[config.mk]
export PLATFORM = sky130hd
export DESIGN_NAME = serial_addsub
export DESIGN_NICKNAME = d
export VERILOG_FILES = /design/src/rtl/serial_arith_pkg.sv /design/src/rtl/serial_addsub_fa_cell.sv /design/src/rtl/serial_addsub.sv
export SDC_FILE = /design/constraint.sdc
export NUM_CORES = 1
export LEC_CHECK = 0
export CAP_MARGIN = 5
export CORE_MARGIN = 1.5
export CORE_UTILIZATION = 35
export DETAILED_ROUTE_END_ITERATION = 10
export GPL_TIMING_DRIVEN = 0
export MAX_ROUTING_LAYER = met4
export SKIP_LAST_GASP = 1
export SYNTH_ARGS = -nofsm -noshare
export SYNTH_HDL_FRONTEND = slang
export SYNTH_HIERARCHICAL = 1
export SYNTH_SLANG_ARGS = --single-unit
export TNS_END_PERCENT = 5
[constraint.sdc]
create_clock -name clk -period 6.4 [get_ports clk]
set_input_delay 0.64 -clock clk [delete_from_list [all_inputs] [get_ports clk]]
set_output_delay 0.64 -clock clk [all_outputs]
set_load 0.02 [all_outputs]
[src/rtl/serial_arith_pkg.sv]
// Shared definitions for the digit-serial add/subtract datapath:
// FSM encoding and digit/counter sizing helpers.
package serial_arith_pkg;

    localparam logic [1:0] ST_IDLE = 2'd0;
    localparam logic [1:0] ST_RUN  = 2'd1;
    localparam logic [1:0] ST_DONE = 2'd2;

    function automatic int ndig(input int width, input int digit);
        return (digit < 1) ? 1 : width / digit;
    endfunction

    function automatic int cnt_width(input int n);
        return (n <= 1) ? 1 : $clog2(n);
    endfunction

endpackage

[src/rtl/serial_addsub_fa_cell.sv]
// One-bit full adder; chained DIGIT times to form the per-cycle ripple digit.
module fa_cell (
    input  logic a,
    input  logic b,
    input  logic cin,
    output logic sum,
    output logic cout
);

    assign sum  = a ^ b ^ cin;
    assign cout = (a & b) | (cin & (a ^ b));

endmodule

[src/rtl/serial_addsub.sv]
// Digit-serial adder/subtractor: DIGIT bits per clock, carry held between digits,
// operands and result exchanged on valid/ready handshakes.
module serial_addsub
    import serial_arith_pkg::*;
#(
    parameter int WIDTH = 16,
    parameter int DIGIT = 4
) (
    input  logic             clk,
    input  logic             rst_n,
    input  logic             in_valid,
    output logic             in_ready,
    input  logic [WIDTH-1:0] a,
    input  logic [WIDTH-1:0] b,
    input  logic             cin,
    input  logic             sub,
    output logic             out_valid,
    input  logic             out_ready,
    output logic [WIDTH-1:0] sum,
    output logic             cout,
    output logic             ovf
);

    localparam int NDIG = ndig(WIDTH, DIGIT);
    localparam int CW   = cnt_width(NDIG);
    localparam int DSAFE = (DIGIT < 1) ? 1 : DIGIT;

    if ((DIGIT < 1) || (DIGIT > WIDTH) || ((WIDTH % DSAFE) != 0)) begin : g_cfg_err
        $error("serial_addsub: WIDTH must be a non-zero multiple of DIGIT");
    end

    logic [1:0]       state_q, state_d;
    logic [CW-1:0]    cnt_q, cnt_d;
    logic             carry_q, carry_d;
    logic [WIDTH-1:0] a_q, a_d;
    logic [WIDTH-1:0] b_q, b_d;
    logic [WIDTH-1:0] sum_q, sum_d;
    logic             cout_q, cout_d;
    logic             ovf_q, ovf_d;

    logic [DIGIT:0]   c;
    logic [DIGIT-1:0] dsum;
    logic [WIDTH-1:0] sum_shift;
    logic             last;

    assign c[0] = carry_q;

    for (genvar i = 0; i < DIGIT; i++) begin : g_fa
        fa_cell u_fa (
            .a    (a_q[i]),
            .b    (b_q[i]),
            .cin  (c[i]),
            .sum  (dsum[i]),
            .cout (c[i+1])
        );
    end

    // New digit enters at the top; after NDIG steps the result is aligned.
    if (DIGIT == WIDTH) begin : g_shift_full
        assign sum_shift = dsum;
    end else begin : g_shift_part
        assign sum_shift = {dsum, sum_q[WIDTH-1:DIGIT]};
    end

    assign last = (cnt_q == CW'(NDIG - 1));

    always_comb begin
        state_d = state_q;
        cnt_d   = cnt_q;
        carry_d = carry_q;
        a_d     = a_q;
        b_d     = b_q;
        sum_d   = sum_q;
        cout_d  = cout_q;
        ovf_d   = ovf_q;
        unique case (state_q)
            ST_IDLE: begin
                if (in_valid) begin
                    a_d     = a;
                    b_d     = sub ? ~b : b;
                    carry_d = sub ? ~cin : cin;
                    cnt_d   = '0;
                    state_d = ST_RUN;
                end
            end
            ST_RUN: begin
                a_d     = a_q >> DIGIT;
                b_d     = b_q >> DIGIT;
                sum_d   = sum_shift;
                carry_d = c[DIGIT];
                if (last) begin
                    cout_d  = c[DIGIT];
                    ovf_d   = c[DIGIT] ^ c[DIGIT-1];
                    state_d = ST_DONE;
                end else begin
                    cnt_d = cnt_q + CW'(1);
                end
            end
            ST_DONE: begin
                if (out_ready) begin
                    state_d = ST_IDLE;
                end
            end
            default: state_d = ST_IDLE;
        endcase
    end

    always_ff @(posedge clk) begin
        if (!rst_n) begin
            state_q <= ST_IDLE;
            cnt_q   <= '0;
            carry_q <= 1'b0;
            a_q     <= '0;
            b_q     <= '0;
            sum_q   <= '0;
            cout_q  <= 1'b0;
            ovf_q   <= 1'b0;
        end else begin
            state_q <= state_d;
            cnt_q   <= cnt_d;
            carry_q <= carry_d;
            a_q     <= a_d;
            b_q     <= b_d;
            sum_q   <= sum_d;
            cout_q  <= cout_d;
            ovf_q   <= ovf_d;
        end
    end

    assign in_ready  = (state_q == ST_IDLE);
    assign out_valid = (state_q == ST_DONE);
    assign sum       = sum_q;
    assign cout      = cout_q;
    assign ovf       = ovf_q;

endmodule

Word-level counts from Yosys, hierarchy flattened --
Cells that the tools add are included.
Operators by class: add/sub/neg operators 1, eq/ne operators 7, multiplexer cells 15, bitwise logic cells 23, reductions and logical operators 6
Operators by type and width (number):
- one-hot mux 16 bit (2 select lines) | 2
- 2-to-1 mux 16 bit | 3
- NOT 16 bit | 1
- 2-to-1 mux 2 bit | 5
- XOR 1 bit | 9
- bitwise AND 1 bit | 8
- != test 2 bit, second input constant | 3
- one-hot mux 2 bit (3 select lines) | 1
- AND reduction 3 bit | 2
- equality test 2 bit, second input constant | 2
- bitwise OR 1 bit | 4
- one-hot mux 2 bit (2 select lines) | 1
- AND reduction 2 bit | 2
- adder 2 x 1 -> 2 bit, second input constant | 1
- equality test 2 x 1 -> 1 bit, second input constant | 1
- zero test 2 bit | 1
- 2-to-1 mux 1 bit | 2
- != test 2 x 1 -> 1 bit, second input constant | 1
- one-hot mux 1 bit (2 select lines) | 1
- nonzero test 2 bit | 1
- NOT 1 bit | 1
Word-level totals: register bits after elaboration 55, input port bits 38, output and inout bits 20

Logic depth before layout (Yosys ltp) --
Gate-level depths: netlist of the first run.
depth in word-level cells 10, gate-level depth with buffers 6

Modules after synthesis --
Netlist of the first run, hierarchy kept.
Modules (own cells, without submodules):
- serial_addsub | times used 1, cells an instance 261, area an instance 2240.9 um^2
- fa_cell | times used 4, cells an instance 1, area an instance 20.0 um^2

Least setup slack after synthesis of the first run --
No wires, ideal clock.
kind register to register, start register a_q[0], end register ovf_q (netlist: ovf), library setup time 91 ps, arrival time 2310 ps, data required time 6309 ps, path slack 3999 ps, cell stages (with the launch flop) 7, cells stage by stage dfxtp_1 > fa_1 > fa_1 > fa_1 > fa_1 > xnor2_1 > a311oi_1
Between the ends: longest elaborated chain between the ends 10, elaborated cells on any way between the ends 11, those cells by class bitwise: 11
RTL lines:
- start, declared | line serial_addsub.sv:35 | logic [WIDTH-1:0] a_q, a_d;
- start signal, assigned | line serial_addsub.sv:113 | a_q <= '0;
- start signal, assigned | line serial_addsub.sv:122 | a_q <= a_d;
- XOR 1 bit | line serial_addsub_fa_cell.sv:11 | assign cout = (a & b) | (cin & (a ^ b));
- bitwise AND 1 bit | line serial_addsub_fa_cell.sv:11
- bitwise OR 1 bit (*) | line serial_addsub_fa_cell.sv:11
- named net c[1] | line serial_addsub.sv:41 | logic [DIGIT:0] c;
- bitwise AND 1 bit (*) | line serial_addsub_fa_cell.sv:11
- bitwise OR 1 bit (*) | line serial_addsub_fa_cell.sv:11
- named net c[2] | line serial_addsub.sv:41
- bitwise AND 1 bit (*) | line serial_addsub_fa_cell.sv:11
- bitwise OR 1 bit (*) | line serial_addsub_fa_cell.sv:11
- named net c[3] | line serial_addsub.sv:41
- bitwise AND 1 bit (*) | line serial_addsub_fa_cell.sv:11
- bitwise OR 1 bit (*) | line serial_addsub_fa_cell.sv:11
- named net c[4] | line serial_addsub.sv:41
- XOR 1 bit (*) | line serial_addsub.sv:93 | ovf_d = c[DIGIT] ^ c[DIGIT-1];
- end signal, assigned | line serial_addsub.sv:126 | ovf_q <= ovf_d;
- end, declared | line serial_addsub.sv:39 | logic ovf_q, ovf_d;
The timed path passes the listed nets; every way through them passes the cells marked *. A chain may end at the register's enable or synchronous reset.

Worst setup path after layout of the first run --
Ends and elaborated chain as after synthesis.

==> run metrics, run 1 <==
Cell Rows=29; top area cells in the synthesized netlist=dfxtp_1, a21oi_1, nand2_1; Nets=between 300 and 400; Sw Share=26.3%; Initial Utilization=between 30 and 40%; first-pass GRT wire length=around 9 mm; CP Data Arrival Time=approximately 2.8 ns; Synth Warn #=6; Hold WS=~0.46 ns; vias in the first global route=~1900; Internal=between 0.4 and 0.5 mW; Final min period=~2.5 ns; drt drc=0; CP endpoint kind=flip-flop; vias=~2000; Clock Sinks=55; Rel. slew slack=between 50% and 60%; Startpoint Class=flip-flop; FF-to-FF path depth=6; layout cell share with drive strength beyond 1=7.36%; RSZ-0062 raised after global routing=no; CTS tree=built; switching pwr=0.177 mW; Max Cap Viol=0; post-cts resize count=0; mapped cell area=2320 um2; Final Max Tran Viols=0; Required @ worst endpoint=~6.6 ns; R2R Path Start=a_q[0]; Layout Utilization=around 48%; maximum vdd ir drop=around 0.00014 V; status=completed; clk buf depth=2; power share of the sequential group=a little under three fifths; Pwr Total=a little under 0.7 mW; Comb power frac=between 15 and 20%; Ant. Diodes=0; worst-skew pair later-pin latency=around 0.30 ns; crit path cell chain=fa_1, fa_1, fa_1, fa_1, xnor2_1, a311oi_1; Hold Buf Count CTS=0; core area=6390 um2; Worst path slowest cell=fa_1; die height=between 80 and 90 um; worst hold stages=2; highest clock rate=slightly below 0.4 GHz; gr ovfl total=0; Final HPWL DP=around 4 mm; boundary pin count=58; WL/cell=roughly 13 um; flops & latches, synth=55; worst r2r dst=ovf; Vias per Instance=~5.0; Post-Syn Nets=between 300 and 400; global-route usage over all layers=between 15 and 20%; Non-Filler Instances=between 400 and 500; drt pass-1 iters=4; Hold Path End=sum[1]; Antenna Nets Post-Route=0; syn avg cell area=8.76 um2; pwr/cell area=about 220 nW/um2; most frequent cells in the layout=dfxtp_1, clkdlybuf4s50_1, nand2_1; Cell Count Post-Placement=397; Initial DRC Count=between 60 and 70; pin count of the biggest net entering global routing=15; post-synthesis sequential area ratio=a little under half; CP Class=flip-flop to flip-flop; RD Place Congestion=approximately 0.74; Max FO, Critical Path=3; number of buffers created by CTS=5; post-synth top area share=47.4%; final setup fails=0; Post-CTS Setup Bufs=0; clk root buf=clkbuf_8; most used cell, CP=fa_1; final period utilization=39.6%; register clock-pin slew on the reported worst setup and hold paths=about 0.090 ns; Reg2Reg Setup Slack=3.87 ns; Synth area leader=dfxtp_1; worst slew pin tran=0.709 ns; Final Skew=~0.0066 ns; HP Start=sum[1]; antenna violations before repair=0; Clock power frac=about a quarter; htree depth=2; CP max stage delay=0.46 ns; Area Growth Syn to Fin=31.0%; routed wire length=about 5.4 mm; Die X-Extent=roughly 84 um; P_leak=around 1.1 nW; Synth Instances=265; Setup TNS Final=0 ns; # port buffers=55; count of cell types in the netlist=29; Die ar.=7130 um2; Final Hold Violating Endpoints=0; hold crit path type=flip-flop to flip-flop
-- worst max-delay path by stage --
stage                      start  endpoint
after floorplan           a_q[0]       ovf
final                     a_q[0]       ovf
after global placement    a_q[0]       ovf
after global routing      a_q[0]       ovf
after detailed placement  a_q[0]       ovf
after CTS                 a_q[0]       ovf
-- cell families after synthesis --
group | after synthesis | share of synthesized area (%)
AO/OA/AOI/OAI | 83 | 22.4
XOR/XNOR | 18 | 6.79
adder cells (fa/ha/maj) | 5 | 3.99
buffers and inverters | 24 | 4.85
flip-flops | 55 | 47.4
AND/OR/NAND/NOR | 80 | 14.5
-- metal layers --
layer	share of wire (%)	global-route usage (%)	up-vias
li1	-	-	1026
met1	49	21.4	927
met2	45	24.7	58
met3	4.5	3.44	8
met4	1.7	5.87	0
met5	0	-	-
-- sequential cells by signal (all words and copies together), names as in the netlist --
signal / cells
sum: 16
ovf: 1
b_q: 16
cout: 1
a_q: 16
state_q: 2
carry_q: 1
cnt_q: 2
-- cell type report --
| type | count | area [um2] |
|---|---|---|
| timing repair buffer | 55 | 551 |
| clock buffer | 6 | 72.6 |
| tap | 77 | 96.3 |
| fill | 640 | 3350 |
| sequential | 55 | 1100 |
| inverter | 3 | 11.3 |
| buffer | 21 | 101 |
| multi-input combinational | 186 | 1110 |
-- cells in the mapped netlist --
cell type  instances
nor2_2             1
ha_1               1
nand2_1           47
a21oi_1           42
nand3_1            1
xnor2_1           14
inv_1              2
fa_1               4
a221o_1           13
nor2b_1            2
buf_4              2
a22oi_1            9
nand2b_2           1
nor2_1            24
nor3b_2            1
o21bai_1           1
o21ba_2            1
dfxtp_1           55
o21ai_0           14
o32ai_1            1
buf_2             12
and2_1             1
or4_1              1
a311oi_1           1
a21o_1             1
nand4bb_1          1
xor2_1             4
inv_2              1
clkbuf_1           7
-- power groups by stage --
stage,logic (mW),registers [mW],clock network (mW)
after floorplan,0.0695,0.384,0
after global placement,0.118,0.385,0
after detailed placement,0.120,0.385,0
after CTS,0.120,0.377,0.181
after global routing,0.133,0.380,0.199
final,0.119,0.377,0.177
-- stage by stage --
step / area [um2] / setup WS (ns)
after floorplan: 2320 / 4.00
after global placement: 2970 / 3.87
after detailed placement: 2970 / 3.87
after CTS: 3040 / 3.85
after global routing: 3040 / 3.74
final: 3040 / 3.87
-- worst max-delay path, delay by kind of cell, from the launching register on --
family	cells	cell delay [ns]
flip-flops	1	0.34
AO/OA/AOI/OAI	1	0.24
adder cells (fa/ha/maj)	4	1.72
XOR/XNOR	1	0.15
Power figures use the tool's default switching activity.
==> inputs of run 2 (changes only) <==
clock period = 2.4 ns   (was 6.4 ns; I/O delays follow)
==> run metrics, run 2 (synthesis gave the netlist of run 1 again) <==
vias in the first global route=1889; Clock Sinks=55; setup ws final=between 0.07 and 0.08 ns; Layout Utilization=48.4%; pre-CTS setup slack=-0.0793 ns; boundary pin count=a little under 60; routed wire length=5.28 mm; global-route usage over all layers=15.6%; most frequent cells in the layout=clkdlybuf4s50_1, dfxtp_1, nand2_1; maximum vdd ir drop=around 0.00032 V; Final Skew=approximately 0.0033 ns; Max Cap Viol=0; status=completed; hold crit path type=primary input to flip-flop; Startpoint Class=flip-flop; Area Growth Syn to Fin=33.0%; Worst path slowest cell=fa_2; P_leak=1.15 nW; CP max stage delay=approximately 0.39 ns; pin count of the biggest net entering global routing=16; Final HPWL DP=between 3 and 4 mm; highest clock rate=0.431 GHz; core area=approximately 6400 um2; CP endpoint kind=flip-flop; crit path cell chain=fa_2, fa_2, fa_2, fa_2, xnor2_1, a311oi_1; CP Data Arrival Time=~2.5 ns; Die X-Extent=~84 um; Pwr Total=about 1.9 mW; WL/cell=roughly 13 um; Final Hold Violating Endpoints=0; clk buf depth=2; Non-Filler Instances=roughly 410; Setup TNS Final=0 ns; dpl cell area=~3000 um2; layout cell share with drive strength beyond 1=around 10%; Initial DRC Count=70; pwr/cell area=604 nW/um2; Final Max Tran Viols=0; clk root buf=clkbuf_8; drt drc=0; CTS tree=built; antenna violations before repair=0; Initial Utilization=36.3%; number of buffers created by CTS=5; first-pass GRT wire length=8.78 mm; Max FO, Critical Path=3; Finished Cell Area=3090 um2; drt pass-1 iters=4; Hold Buf Count CTS=0; worst-skew pair later-pin latency=~0.30 ns; Antenna Nets Post-Route=0; # port buffers=between 50 and 60; Cell Rows=29; Vias per Instance=between 5 and 6; worst slew pin tran=about 0.68 ns; RSZ-0062 raised after global routing=no; Die ar.=around 7000 um2; Ant. Diodes=0; RD Place Congestion=about 0.78; Cell Count Post-Placement=between 300 and 400; final period utilization=96.7%; final setup fails=0; Final min period=between 2 and 2.5 ns; most used cell, CP=fa_2; register clock-pin slew on the reported worst setup and hold paths=0.09 ns; htree depth=2; CP Class=flip-flop to flip-flop; Nets=371; gr ovfl total=0; die height=between 80 and 90 um; Rel. slew slack=54.5%; vias=2041; Required @ worst endpoint=2.61 ns; most common cell after layout, fill and taps aside=clkdlybuf4s50_1; Hold WS=approximately 0.24 ns
[run 2: final timing paths]
kind / startpoint / endpoint / slack (ns) / cells after the start
setup / recovery: carry_q / ovf / 0.08 / 6
hold / removal: rst_n / a_q[2] / 0.24 / 3
setup reg to reg: carry_q / ovf / 0.08 / 6
hold reg to reg: sum[1] / sum[1] / 0.46 / 2
[run 2: per-layer routing]
| layer | wire (um) | vias to the layer above | global-route usage [%] |
|---|---|---|---|
| met4 | 66 | 0 | 4.84 |
| met3 | 226 | 7 | 3.24 |
| li1 | - | 1031 | - |
| met1 | 2580 | 947 | 20.7 |
| met5 | 0 | - | - |
| met2 | 2410 | 56 | 23.9 |
[run 2: where the power goes]
group | switching, mW | internal, mW | total [mW]
Clock | 0.274 | 0.264 | 0.537
Combinational | 0.160 | 0.160 | 0.320
Sequential | 0.0378 | 0.969 | 1.01
[run 2: area by class of cell]
cell class                      instances  area (um2)
Buffer                                 21         101
Clock buffer                            8         100
Fill cell                             638        3300
Inverter                                3        11.3
Multi-Input combinational cell        186        1120
Sequential cell                        55        1100
Tap cell                               77        96.3
Timing Repair Buffer                   56         558
[run 2: repair_timing]
item	in CTS	in global routing
pin swaps	6	2
endpoints found under the setup margin	2	2
resized for setup	5	0
setup buffers	1	0
[run 2: critical path: cells and delay by family, from the launching register on]
kind	cells	cell delay, ns
AO/OA/AOI/OAI	1	0.23
XOR/XNOR	1	0.14
adder cells (fa/ha/maj)	4	1.53
flip-flops	1	0.34
==> inputs of run 3 (changes only) <==
CTS_BUF_LIST = sky130_fd_sc_hd__clkbuf_4   (was unset)
==> run metrics, run 3 (synthesis gave the netlist of run 1 again) <==
crit path cell chain=fa_2, fa_2, fa_2, fa_2, xnor2_1, a311oi_1; P_leak=1.12 nW; number of buffers created by CTS=5; boundary pin count=58; CTS tree=built; Antenna Nets Post-Route=0; WP buf/inv=0; core area=between 6000 and 7000 um2; Non-Filler Instances=405; Final Hold Violating Endpoints=0; status=completed; Post-CTS Setup Bufs=0; power share of the sequential group=around three fifths; Final Max Tran Viols=0; routed wire length=5.30 mm; Max Cap Viol=0; Max FO, Critical Path=3; Setup TNS Final=0 ns; Final Skew=0.00392 ns; vias in the first global route=between 1500 and 2000; Vias per Instance=about 5; Comb power frac=around 19%; Initial Utilization=a little over a third; worst slew pin tran=a little under 0.7 ns; # port buffers=55; htree depth=2; Die X-Extent=84.4 um; hold crit path type=primary input to flip-flop; dpl cell area=between 2000 and 3000 um2; WL/cell=13.1 um; Startpoint Class=flip-flop; Finished Cell Area=3030 um2; pin count of the biggest net entering global routing=16; Clock power frac=22.7%; pwr/cell area=566 nW/um2; multi-input logic area=1120 um2; drt drc=0; switching pwr=about 0.47 mW; Initial DRC Count=76; Worst path slowest cell=fa_2; Clock Sinks=55; first-pass GRT wire length=8.89 mm; Final min period=approximately 2.3 ns; layout cell share with drive strength beyond 1=about a tenth; final setup fails=0; Internal=1.25 mW; RD Place Congestion=between 0.7 and 0.8; drt pass-1 iters=4; worst-skew pair later-pin latency=~0.37 ns; Sw Share=27.2%; clk buf depth=2; maximum vdd ir drop=~0.00030 V; final period utilization=97.5%; Fill cells=around 650; most used cell, CP=fa_2; CP Data Arrival Time=2.63 ns; Cell Count Post-Placement=397; Required @ worst endpoint=around 2.7 ns; Cell Rows=29; Pwr Total=1.72 mW; Nets=between 300 and 400; cell family with most CP delay=adder cells; Rel. slew slack=54.8%; clk root buf=clkbuf_4; CP max stage delay=around 0.4 ns; CP endpoint kind=flip-flop; Ant. Diodes=0; most common cell after layout, fill and taps aside=clkdlybuf4s50_1; Final HPWL DP=a little under 4 mm; sequential cell area=approximately 1100 um2; most frequent cells in the layout=clkdlybuf4s50_1, dfxtp_1, nand2_1; highest clock rate=around 0.43 GHz; CP Class=flip-flop to flip-flop; Die ar.=approximately 7100 um2; global-route usage over all layers=around 16%; Area Growth Syn to Fin=30.7%; register clock-pin slew on the reported worst setup and hold paths=around 0.14 ns; Layout Utilization=between 40% and 50%; RSZ-0062 raised after global routing=no; die height=roughly 84 um; antenna violations before repair=0; gr ovfl total=0; vias=about 2000
==> run 3: cell count changes in the layout (fill, tap and decap cells not counted) <==
cell | before | now
clkbuf_4 | 0 | 6
clkbuf_8 | 7 | 0
buf_4 | 3 | 2
clkinv_1 | 0 | 2
clkbuf_1 | 8 | 7
==> run 3: per-layer routing <==
layer	track usage [%]	part of all wire, %
met1	20.7	47
met2	24.4	47
met3	3.24	4.8
met4	5.28	1.5
met5	-	0
==> run 3: path summary, 6_finish.rpt <==
path	startpoint	end	slack, ns	cells past startpoint
worst max-delay path	carry_q	ovf	0.06	6
worst min-delay path	rst_n	a_q[2]	0.16	3
worst max register to register	carry_q	ovf	0.06	6
worst min register to register	sum[1]	sum[1]	0.46	2
==> run 3: timing repair <==
item / 4_1_cts / 5_1_grt
pin swaps: 6 / 2
endpoints found under the setup margin: 3 / 2
hold buffers: 0 / 0
resized for setup: 5 / 0
==> run 3: power groups by stage <==
stage                     Combinational [mW]  Clock, mW  Sequential (mW)
after global routing                   0.355      0.443             1.02
after detailed placement               0.320          0             1.03
after global placement                 0.315          0             1.03
after CTS                              0.324      0.405             1.01
final                                  0.318      0.390             1.01
after floorplan                        0.186          0             1.03
==> run 3: stage by stage <==
stage / hold WS, ns / setup slack, ns
after floorplan: 0.374 / 0.0588
after global placement: 0.443 / -0.0499
after detailed placement: 0.449 / -0.0793
after CTS: 0.142 / -0.0300
after global routing: 0.157 / 0.00350
final: 0.156 / 0.0605
==> run 3: worst reg2reg max path: stages, from the launching register on <==
cell      delay, ns
dfxtp_2        0.36
fa_2           0.39
fa_2           0.37
fa_2           0.38
fa_2           0.40
xnor2_1        0.14
a311oi_1       0.23
==> run 3: cell type report <==
type	count	share of cell area, %
Multi-Input combinational cell	186	36.8
Sequential cell	55	36.4
Inverter	3	0.371
Buffer	21	3.34
Clock buffer	6	1.49
Tap cell	77	3.18
Clock inverter	2	0.248
Timing Repair Buffer	55	18.2
